File: src/rtl/stack_sequencer.sv
// Issues a stored program of stack operations one instruction at a time.
// Each instruction takes an ISSUE cycle and a SAMPLE cycle, and the run stops early on stack overflow.
//
// state  | meaning
// IDLE   | waiting for start; program memory writable
// ISSUE  | drive mem[pc] to the stack for one cycle
// SAMPLE | opcode back to no-op; check overflow / end of program
// DONE   | one-cycle completion pulse
module stack_sequencer #(
  parameter int N     = 32,
  parameter int DEPTH = 16,
  localparam int AW   = $clog2(DEPTH)
) (
  input  logic          clk,
  input  logic          rst,
  input  logic          prog_we,
  input  logic [AW-1:0] prog_addr,
  input  logic [2:0]    prog_opcode,
  input  logic [N-1:0]  prog_data,
  input  logic [AW:0]   len,
  input  logic          start,
  output logic          busy,
  output logic          done,
  output logic [N-1:0]  result,
  output logic          err,
  output logic [AW-1:0] err_pc,
  output logic [2:0]    stk_opcode,
  output logic [N-1:0]  stk_in,
  input  logic [N-1:0]  stk_out,
  input  logic          stk_overflow
);

  typedef enum logic [1:0] {IDLE, ISSUE, SAMPLE, DONE} state_t;

  state_t        state_q, state_d;
  logic [2:0]    mem_op  [DEPTH];
  logic [N-1:0]  mem_dat [DEPTH];
  logic [AW-1:0] pc_q;
  logic [AW:0]   len_q;
  logic [N-1:0]  in_q;
  logic          last_instr;

  assign last_instr = ({1'b0, pc_q} == (len_q - (AW+1)'(1)));

  // Program memory has no reset so a loaded program survives rst.
  always_ff @(posedge clk) begin
    if (prog_we && state_q == IDLE) begin
      mem_op[prog_addr]  <= prog_opcode;
      mem_dat[prog_addr] <= prog_data;
    end
  end

  always_ff @(posedge clk) begin
    if (rst) state_q <= IDLE;
    else     state_q <= state_d;
  end

  always_comb begin
    state_d = state_q;
    case (state_q)
      IDLE:    if (start) state_d = (len == '0) ? DONE : ISSUE;
      ISSUE:   state_d = SAMPLE;
      SAMPLE:  state_d = (stk_overflow || last_instr) ? DONE : ISSUE;
      DONE:    state_d = IDLE;
      default: state_d = IDLE;
    endcase
  end

  always_ff @(posedge clk) begin
    if (rst) begin
      pc_q   <= '0;
      len_q  <= '0;
      in_q   <= '0;
      busy   <= 1'b0;
      result <= '0;
      err    <= 1'b0;
      err_pc <= '0;
    end else begin
      case (state_q)
        IDLE: begin
          if (start) begin
            err    <= 1'b0;
            err_pc <= '0;
            if (len != '0) begin
              len_q <= len;
              pc_q  <= '0;
              busy  <= 1'b1;
            end else begin
              result <= '0;
            end
          end
        end
        ISSUE: in_q <= mem_dat[pc_q];
        SAMPLE: begin
          if (stk_overflow) begin
            err    <= 1'b1;
            err_pc <= pc_q;
            result <= stk_out;
          end else if (last_instr) begin
            result <= stk_out;
          end else begin
            pc_q <= pc_q + AW'(1);
          end
        end
        DONE:    busy <= 1'b0;
        default: ;
      endcase
    end
  end

  // stk_in stays on the issued operand through SAMPLE and afterwards.
  assign stk_opcode = (state_q == ISSUE) ? mem_op[pc_q]  : 3'd0;
  assign stk_in     = (state_q == ISSUE) ? mem_dat[pc_q] : in_q;
  assign done       = (state_q == DONE);

endmodule

File: config.mk
export PLATFORM = sky130hd
export DESIGN_NAME = stack_sequencer
export DESIGN_NICKNAME = d
export VERILOG_FILES = /design/src/rtl/stack_sequencer.sv
export SDC_FILE = /design/constraint.sdc
export NUM_CORES = 1
export LEC_CHECK = 0
export ABC_AREA = 1
export CAP_MARGIN = 15
export CORE_ASPECT_RATIO = 1.4
export CORE_UTILIZATION = 45
export CTS_BUF_LIST = sky130_fd_sc_hd__clkbuf_8
export CTS_CLUSTER_DIAMETER = 30
export CTS_CLUSTER_SIZE = 28
export DETAILED_ROUTE_END_ITERATION = 12
export HOLD_SLACK_MARGIN = 0.1
export PLACE_DENSITY = 0.68
export SYNTH_ARGS = -nofsm -noshare
export SYNTH_HDL_FRONTEND = slang
export SYNTH_SLANG_ARGS = --single-unit
File: constraint.sdc
create_clock -name clk -period 6.15 [get_ports clk]
set_clock_uncertainty 0.05 [all_clocks]
set_input_delay 1.845 -clock clk [delete_from_list [all_inputs] [get_ports clk]]
set_output_delay 1.845 -clock clk [all_outputs]
set_load 0.03 [all_outputs]
==> results of run 1 <==
-- cell usage in the layout (no fill, tap or decap), drive strengths merged, types with 2 or more instances in the layout --
cell,n
a21oi,116
buf,45
bufinv,15
clkbuf,102
clkdlybuf4s50,153
clkinv,30
clkinvlp,16
dfxtp,85
diode,2
edfxtp,560
ha,2
inv,68
nand2,784
nand3,309
nand4,3
nor2,181
nor3,4
o211ai,4
o21ai,66
o221ai,8
o22ai,4
o31ai,27
-- cells in the mapped netlist --
cell,n
buf_6,8
xnor2_1,1
o31ai_1,27
o211ai_1,4
nand2_1,782
nor3_1,4
nor2_1,172
clkinv_1,2
o22ai_1,4
inv_4,1
xor2_1,1
nand2_2,2
inv_1,34
nand3_1,309
nor2_2,9
inv_2,4
buf_2,52
nand4_1,3
ha_1,2
clkinv_2,1
dfxtp_1,85
buf_4,19
o21ai_0,66
edfxtp_1,560
nand3b_4,1
a21oi_1,116
clkbuf_1,51
buf_1,12
o221ai_1,8
-- cell type report --
class                           instances  share of cell area [%]
Sequential cell                       645                   60.48
Multi-Input combinational cell       1511                   21.74
Timing Repair Buffer                  198                   6.404
Clock buffer                          102                   4.583
Clock inverter                         87                   3.231
Tap cell                              735                   3.002
Inverter                               42                  0.5391
Antenna cell                            2                 0.01634
-- power groups by stage --
| stage | sequential [mW] | combinational, mW | clock (mW) |
|---|---|---|---|
| 6_report | 4.86 | 1.08 | 4.17 |
| 3_3_place_gp | 4.95 | 1.06 | 0 |
| 5_1_grt | 4.86 | 1.18 | 4.42 |
| 4_1_cts | 4.86 | 1.08 | 4.24 |
| 3_5_place_dp | 4.95 | 1.07 | 0 |
| 2_1_floorplan | 4.97 | 0.674 | 0 |
-- metal layers --
metal | global-route usage [%] | vias up | routed length [um]
met4 | 8.278 | 0 | 1832
met5 | 0 | - | 0
met3 | 3.611 | 127 | 4359
met1 | 27.05 | 8603 | 25510
li1 | - | 8455 | -
met2 | 39.25 | 670 | 33150
-- flip-flops by register name (all words and copies together) (netlist names), named ones only --
| signal | count |
|---|---|
| busy | 1 |
| err | 1 |
| pc_q | 4 |
| result | 32 |
| mem_dat | 512 |
| len_q | 5 |
| state_q | 2 |
| in_q | 32 |
| err_pc | 4 |
| mem_op | 48 |
-- worst paths after layout --
check                   from        endpoint  slack (ns)  cells past startpoint
setup / recovery        flop      stk_in[28]        0.75                     10
hold / removal           err             err        0.42                      2
setup reg to reg  state_q[1]  mem_dat[11][4]        3.05                      6
hold reg to reg          err             err        0.42                      2
-- logic make-up (layout without fill, tap and decap cells) --
logic type | after synthesis | in the layout | share of synthesized area (%)
flip-flops | 645 | 645 | 71.37
buffers and inverters | 184 | 429 | 3.434
AO/OA/AOI/OAI | 225 | 225 | 4.774
XOR/XNOR | 2 | 2 | 0.06753
adder cells (fa/ha/maj) | 2 | 2 | 0.09644
other | 0 | 2 | 0
AND/OR/NAND/NOR | 1282 | 1282 | 20.25
-- worst reg2reg max path: stages (launching register included) --
cell	delay, ns
dfxtp_1	0.37
nor2_1	0.15
inv_1	0.09
nor2_1	0.32
nand3_1	0.42
nor2_4	0.92
buf_4	0.46
-- stage by stage --
| stage | hold slack (ns) | cells |
|---|---|---|
| 2_1_floorplan | 0.3909 | 2340 |
| 3_3_place_gp | 0.3994 | 3129 |
| 3_5_place_dp | 0.4010 | 3130 |
| 4_1_cts | 0.4123 | 3319 |
| 5_1_grt | 0.4307 | 3321 |
| 6_report | 0.4157 | 3322 |
==> key figures, run 1 <==
Timing
  • Final-report hold violation count: 0
  • Period minus WS final: 5.403 ns
  • Tcrit/Tclk final: 87.85%
  • Final setup viols: 0
  • Worst-margin pin slew: 1.045 ns
  • RSZ-0062 raised after global routing: no
  • Final setup TNS: 0 ns
  • Worst setup margin: 0.7473 ns
  • Slew margin rel.: 30.20%
  • Fin. max-slew vios: 0
  • Max Fclk: 0.1851 GHz

Floorplanning
  • Initial Util: 45.75%
  • Die area: 58630 sq um
  • Rows: 103
  • Die X: 204.9 um
  • Num ports: 155
  • Die height: 286.1 um
  • Core ar.: 56700 sq um

CTS
  • Clk buf depth: 3
  • Post-cts resize count: 0
  • Clock Latency Late Sink: 0.71 ns
  • TritonCTS clock tree: built
  • Postcts setup bufs: 0
  • Num CTS Buffers: 100
  • Reg clk slew, reported paths: 0.07 ns
  • H-Tree Depth: 3
  • Clock root buffer master: clkbuf_8
  • Post-CTS Hold Buffers: 0
  • Clock tree sinks: 645

Place
  • Setup WS pre-CTS: 1.291 ns
  • DP Area: 28220 sq um
  • Port bufs: 154
  • Global placer's final weighted congestion: 0.8138
  • Detailed placement HPWL: 35.61 mm

Pwr
  • Static Leak: 11.19 nW
  • Reg power frac: 48.1%
  • Share of total power in combinational logic: 10.6%
  • Internal power: 7.457 mW
  • Max VDD drop: 0.1498 mV
  • Sw power: 2.642 mW
  • Clock Power Share: 41.3%
  • Pwr Total: 10.10 mW
  • Sw Share: 26.16%
  • Power per cell area: 329.6 nW/um^2

Logic synthesis
  • Library cells used by synthesis: 29
  • #FFs+latches synth: 645
  • Synth top area share: 64.81%
  • Register area share after synthesis: 71.37%
  • Synth area leaders: edfxtp_1 (65%), nand2_1 (11%), dfxtp_1 (6.6%)
  • Mapped Area: 25940 sq um
  • Mapped Avg Cell Area: 11.09 sq um
  • Synth area leader: edfxtp_1
  • Cells after synthesis: 2340
  • Syn_nets: 2423
  • Synth warnings: 0

Detailed routing
  • Pre-antenna DRT Iters: 5
  • Initial drt markers: 1692
  • Vias/cell: 5.375
  • Routed Antenna Nets: 0
  • DR WL/cell: 19.52 um
  • WL final: 64.86 mm
  • Total number of vias: 17855
  • DRC viols: 0

Global routing
  • Aggregate global routing overflow: 0
  • First-pass GRT wire length: 99.20 mm
  • Largest net degree at the start of global routing: 219
  • Antenna violations before repair: 1
  • Vias in the first global route: 17718
  • Tot GR Track Use: 22.18%

Worst setup path
  • Worst setup path class: reg2out
  • CP most frequent cell: nand2_1
  • Critical path arrival: 3.51 ns
  • WP buf/inv: 3
  • CP max stage cell: clkdlybuf4s50_1
  • Crit-path leading delay family: buffers and inverters
  • CP Cell Sequence: clkinv_2 > buf_4 > nand3_1 > nand3_1 > nand2_1 > nand2_1 > nand2_1 > nand2_1 > nand2_1 > clkdlybuf4s50_1
  • CP Data Required Time: 4.26 ns
  • CP Capture Type: output pin
  • CP Max Fanout: 41
  • Critical path startpoint category: flop
  • Largest stage delay on the critical path: 0.67 ns

Cells and area
  • Fin nets: 2581
  • Area of the multi-input gates: 6661 sq um
  • FILL cells: 4806
  • Final core occ: 54.02%
  • FF/Latch Area: 18530 sq um
  • Post-route cell area: 30630 sq um
  • Layout overhead on the synthesized area: 18.07%
  • Share of post-route cells with drive strength above 1: 9.903%

Run
  • Max-cap violations: 0

Hold path
  • Hold WC Path Type: reg2reg

Status
  • Status: finished clean
No activity file was read; power rests on OpenSTA's default activity.
==> run 2, diff against run 1 <==
--- a/config.mk
+++ b/config.mk
@@ -7,7 +7,8 @@
 export LEC_CHECK = 0
 export ABC_AREA = 1
 export CAP_MARGIN = 15
-export CORE_ASPECT_RATIO = 1.4
+export CORE_ASPECT_RATIO = 2
+export CORE_MARGIN = 5
 export CORE_UTILIZATION = 45
 export CTS_BUF_LIST = sky130_fd_sc_hd__clkbuf_8
 export CTS_CLUSTER_DIAMETER = 30
==> run 2 against run 1 <==
Cell count fell by 1.1%. Final area fell by 2.4%. Combinational power barely moved. Die area rose by 7.2%. Routed wire length rose by 1.9%. Critical endpoint is now stk_in[14]. Flip-flop and latch count did not move. Non-clock buffer count fell by 3. Hold slack barely moved. Setup slack got worse by 0.016 ns.
==> key figures, run 2 (synthesis gave the netlist of run 1 again) <==
CTS
  • Clock root buffer master: clkbuf_8
  • TritonCTS clock tree: built
  • Post-cts resize count: 0 (unchanged)
  • Num CTS Buffers: 72 (-28%)
  • Postcts setup bufs: 0 (unchanged)
  • H-Tree Depth: 3 (unchanged)
  • Clock Latency Late Sink: 0.69 ns (-0.02 ns)
  • Clk buf depth: 3 (unchanged)
  • Post-CTS Hold Buffers: 0 (unchanged)
  • Clock tree sinks: 645 (unchanged)
  • Reg clk slew, reported paths: 0.07 ns (about the same)

Cells and area
  • Most frequent cells in the layout: nand2_1 (782), edfxtp_1 (560), nand3_1 (309)
  • FILL cells: 4962 (+3.2%)
  • Final std cells w/o fill: 3285 (-1.1%)
  • Fin nets: 2550 (-1.2%)
  • Layout overhead on the synthesized area: 15.21%
  • Top Registers: mem_dat (512), mem_op (48)
  • Largest register FFs: 512 (unchanged)
  • Biggest register: mem_dat
  • Most common cell after layout, fill and taps aside: nand2_1
  • Share of post-route cells with drive strength above 1: 8.158% (-1.7 points)

Worst setup path
  • RR Endpoint: mem_dat[7][12]
  • CP Data Required Time: 4.26 ns (about the same)
  • Reg-to-reg startpoint: state_q[1]
  • Critical path arrival: 3.52 ns (about the same)
  • CP Max Fanout: 126 (+210%)
  • Crit-path leading delay family: buffers and inverters
  • Worst-case reg-to-reg path depth: 6 (unchanged)
  • CP Cell Sequence: inv_6 > buf_12 > nand2_1 > nand3_1 > nand3_1 > nand2_1 > nand2_1 > nand2_1 > nand2_1 > nand2_1 > clkdlybuf4s50_1
  • WP buf/inv: 3 (unchanged)
  • Largest stage delay on the critical path: 0.67 ns (about the same)
  • CP most frequent cell: nand2_1
  • Critical path startpoint category: flop
  • CP max stage cell: clkdlybuf4s50_1
  • FF-to-FF setup slack: 3.24 ns (+0.19 ns)
  • Worst setup path class: reg2out
  • CP Capture Type: output pin

Detailed routing
  • Routed Antenna Nets: 0 (unchanged)
  • DRC viols: 0 (unchanged)
  • Initial drt markers: 1684 (-0.47%)
  • Vias/cell: 5.415 (+0.75%)
  • Total number of vias: 17789 (-0.37%)
  • DR WL/cell: 20.11 um (+3.0%)
  • Pre-antenna DRT Iters: 5 (unchanged)
  • WL final: 66.07 mm (+1.9%)

Timing
  • Worst setup margin: 0.7318 ns (-0.01552 ns)
  • Hold_ws: 0.4156 ns (-0.00009200 ns)
  • Worst-margin pin slew: 1.028 ns (-0.01632 ns)
  • Tcrit/Tclk final: 88.10% (+0.25 points)
  • Period minus WS final: 5.418 ns (+0.01552 ns)
  • Final-report hold violation count: 0 (unchanged)
  • Final setup viols: 0 (unchanged)
  • RSZ-0062 raised after global routing: no
  • Slew margin rel.: 31.29% (+1.1 points)
  • Max Fclk: 0.1846 GHz (-0.29%)
  • Fin. max-slew vios: 0 (unchanged)
  • Final setup TNS: 0 ns (unchanged)

Hold path
  • Worst Hold Depth: 2 (unchanged)
  • Hold_sp: err
  • Hold EP: err
  • Hold WC Path Type: reg2reg

Global routing
  • Aggregate global routing overflow: 0 (unchanged)
  • Tot GR Track Use: 20.57% (-1.6 points)
  • Antenna violations before repair: 5 (+4)
  • First-pass GRT wire length: 101.4 mm (+2.2%)
  • Vias in the first global route: 17719 (+0.0056%)
  • Largest net degree at the start of global routing: 172 (-21%)

Floorplanning
  • Die X: 179.8 um (-12%)
  • Core ar.: 57090 sq um (+0.69%)
  • Rows: 124 (+20%)
  • Die height: 349.6 um (+22%)
  • Die area: 62850 sq um (+7.2%)
  • Initial Util: 45.44% (-0.31 points)
  • Num ports: 155 (unchanged)

Place
  • Port bufs: 154 (unchanged)
  • Setup WS pre-CTS: 1.452 ns (+0.1610 ns)
  • Global placer's final weighted congestion: 0.8252 (+1.4%)
  • Placed cell count: 3148 (+0.58%)
  • Detailed placement HPWL: 36.23 mm (+1.8%)

Pwr
  • Power per cell area: 303.8 nW/um^2 (-7.9%)
  • Max VDD drop: 0.1662 mV (+11%)
  • Static Leak: 10.80 nW (-3.5%)

Status
  • Status: finished clean

Run
  • Max-cap violations: 0 (unchanged)
[run 2: cell count changes in the layout (fill, tap and decap cells not counted), moves of 2 or more]
cell	before	now
inv_6	14	18
inv_12	0	2
bufinv_16	15	3
diode_2	2	4
clkbuf_8	102	74
clkinv_8	4	7
inv_1	46	37
clkinv_4	9	1
clkinv_2	11	6
clkinvlp_4	16	8
buf_4	36	33
inv_8	5	10
[run 2: worst max path at each step]
stage / endpoint / slack, ns / cells past startpoint
detailed placement: stk_in[14] / 1.45 / 11
finish: stk_in[14] / 0.73 / 11
CTS: stk_in[14] / 0.72 / 11
global route: stk_in[20] / 0.52 / 11
floorplan: mem_dat[10][0] / 1.97 / 4
global placement: stk_opcode[0] / 1.48 / 6
[run 2: final cells by class]
class                           count  area [sq um]  area share [%]
Antenna cell                        4         10.01         0.03349
Clock buffer                       74          1018           3.407
Clock inverter                     58         609.3           2.039
Inverter                           42         165.2          0.5526
Multi-Input combinational cell   1511          6661           22.29
Sequential cell                   645         18530           61.99
Tap cell                          756         945.9           3.165
Timing Repair Buffer              195          1952           6.530
[run 2: metal layers]
metal / share of wire (%) / vias to the layer above / global-route usage [%]
li1: - / 8337 / -
met4: 3.6 / 2 / 8.420
met3: 6.8 / 145 / 3.536
met2: 50 / 691 / 36.53
met5: 0.018 / - / 0
met1: 39 / 8614 / 24.91
[run 2: report_power, final]
group / internal, mW / switching [mW]
clock: 1.39 / 1.77
combinational: 0.339 / 0.715
sequential: 4.82 / 0.0359
[run 2: through the flow]
stage / instance area (sq um) / utilization, % / power [mW]
floorplan: 25940 / - / 5.640
global placement: 28220 / 49.43 / 5.992
detailed placement: 28220 / 49.43 / 6.018
CTS: 29850 / 52.29 / 9.143
global route: 29890 / 52.35 / 9.446
finish: 29890 / 52.35 / 9.080
[run 2: worst min-delay path, delay by kind of cell (launching register included)]
family / cells / cell delay (ns)
flops: 1 / 0.31
simple gates: 1 / 0.06
compound gates: 1 / 0.05
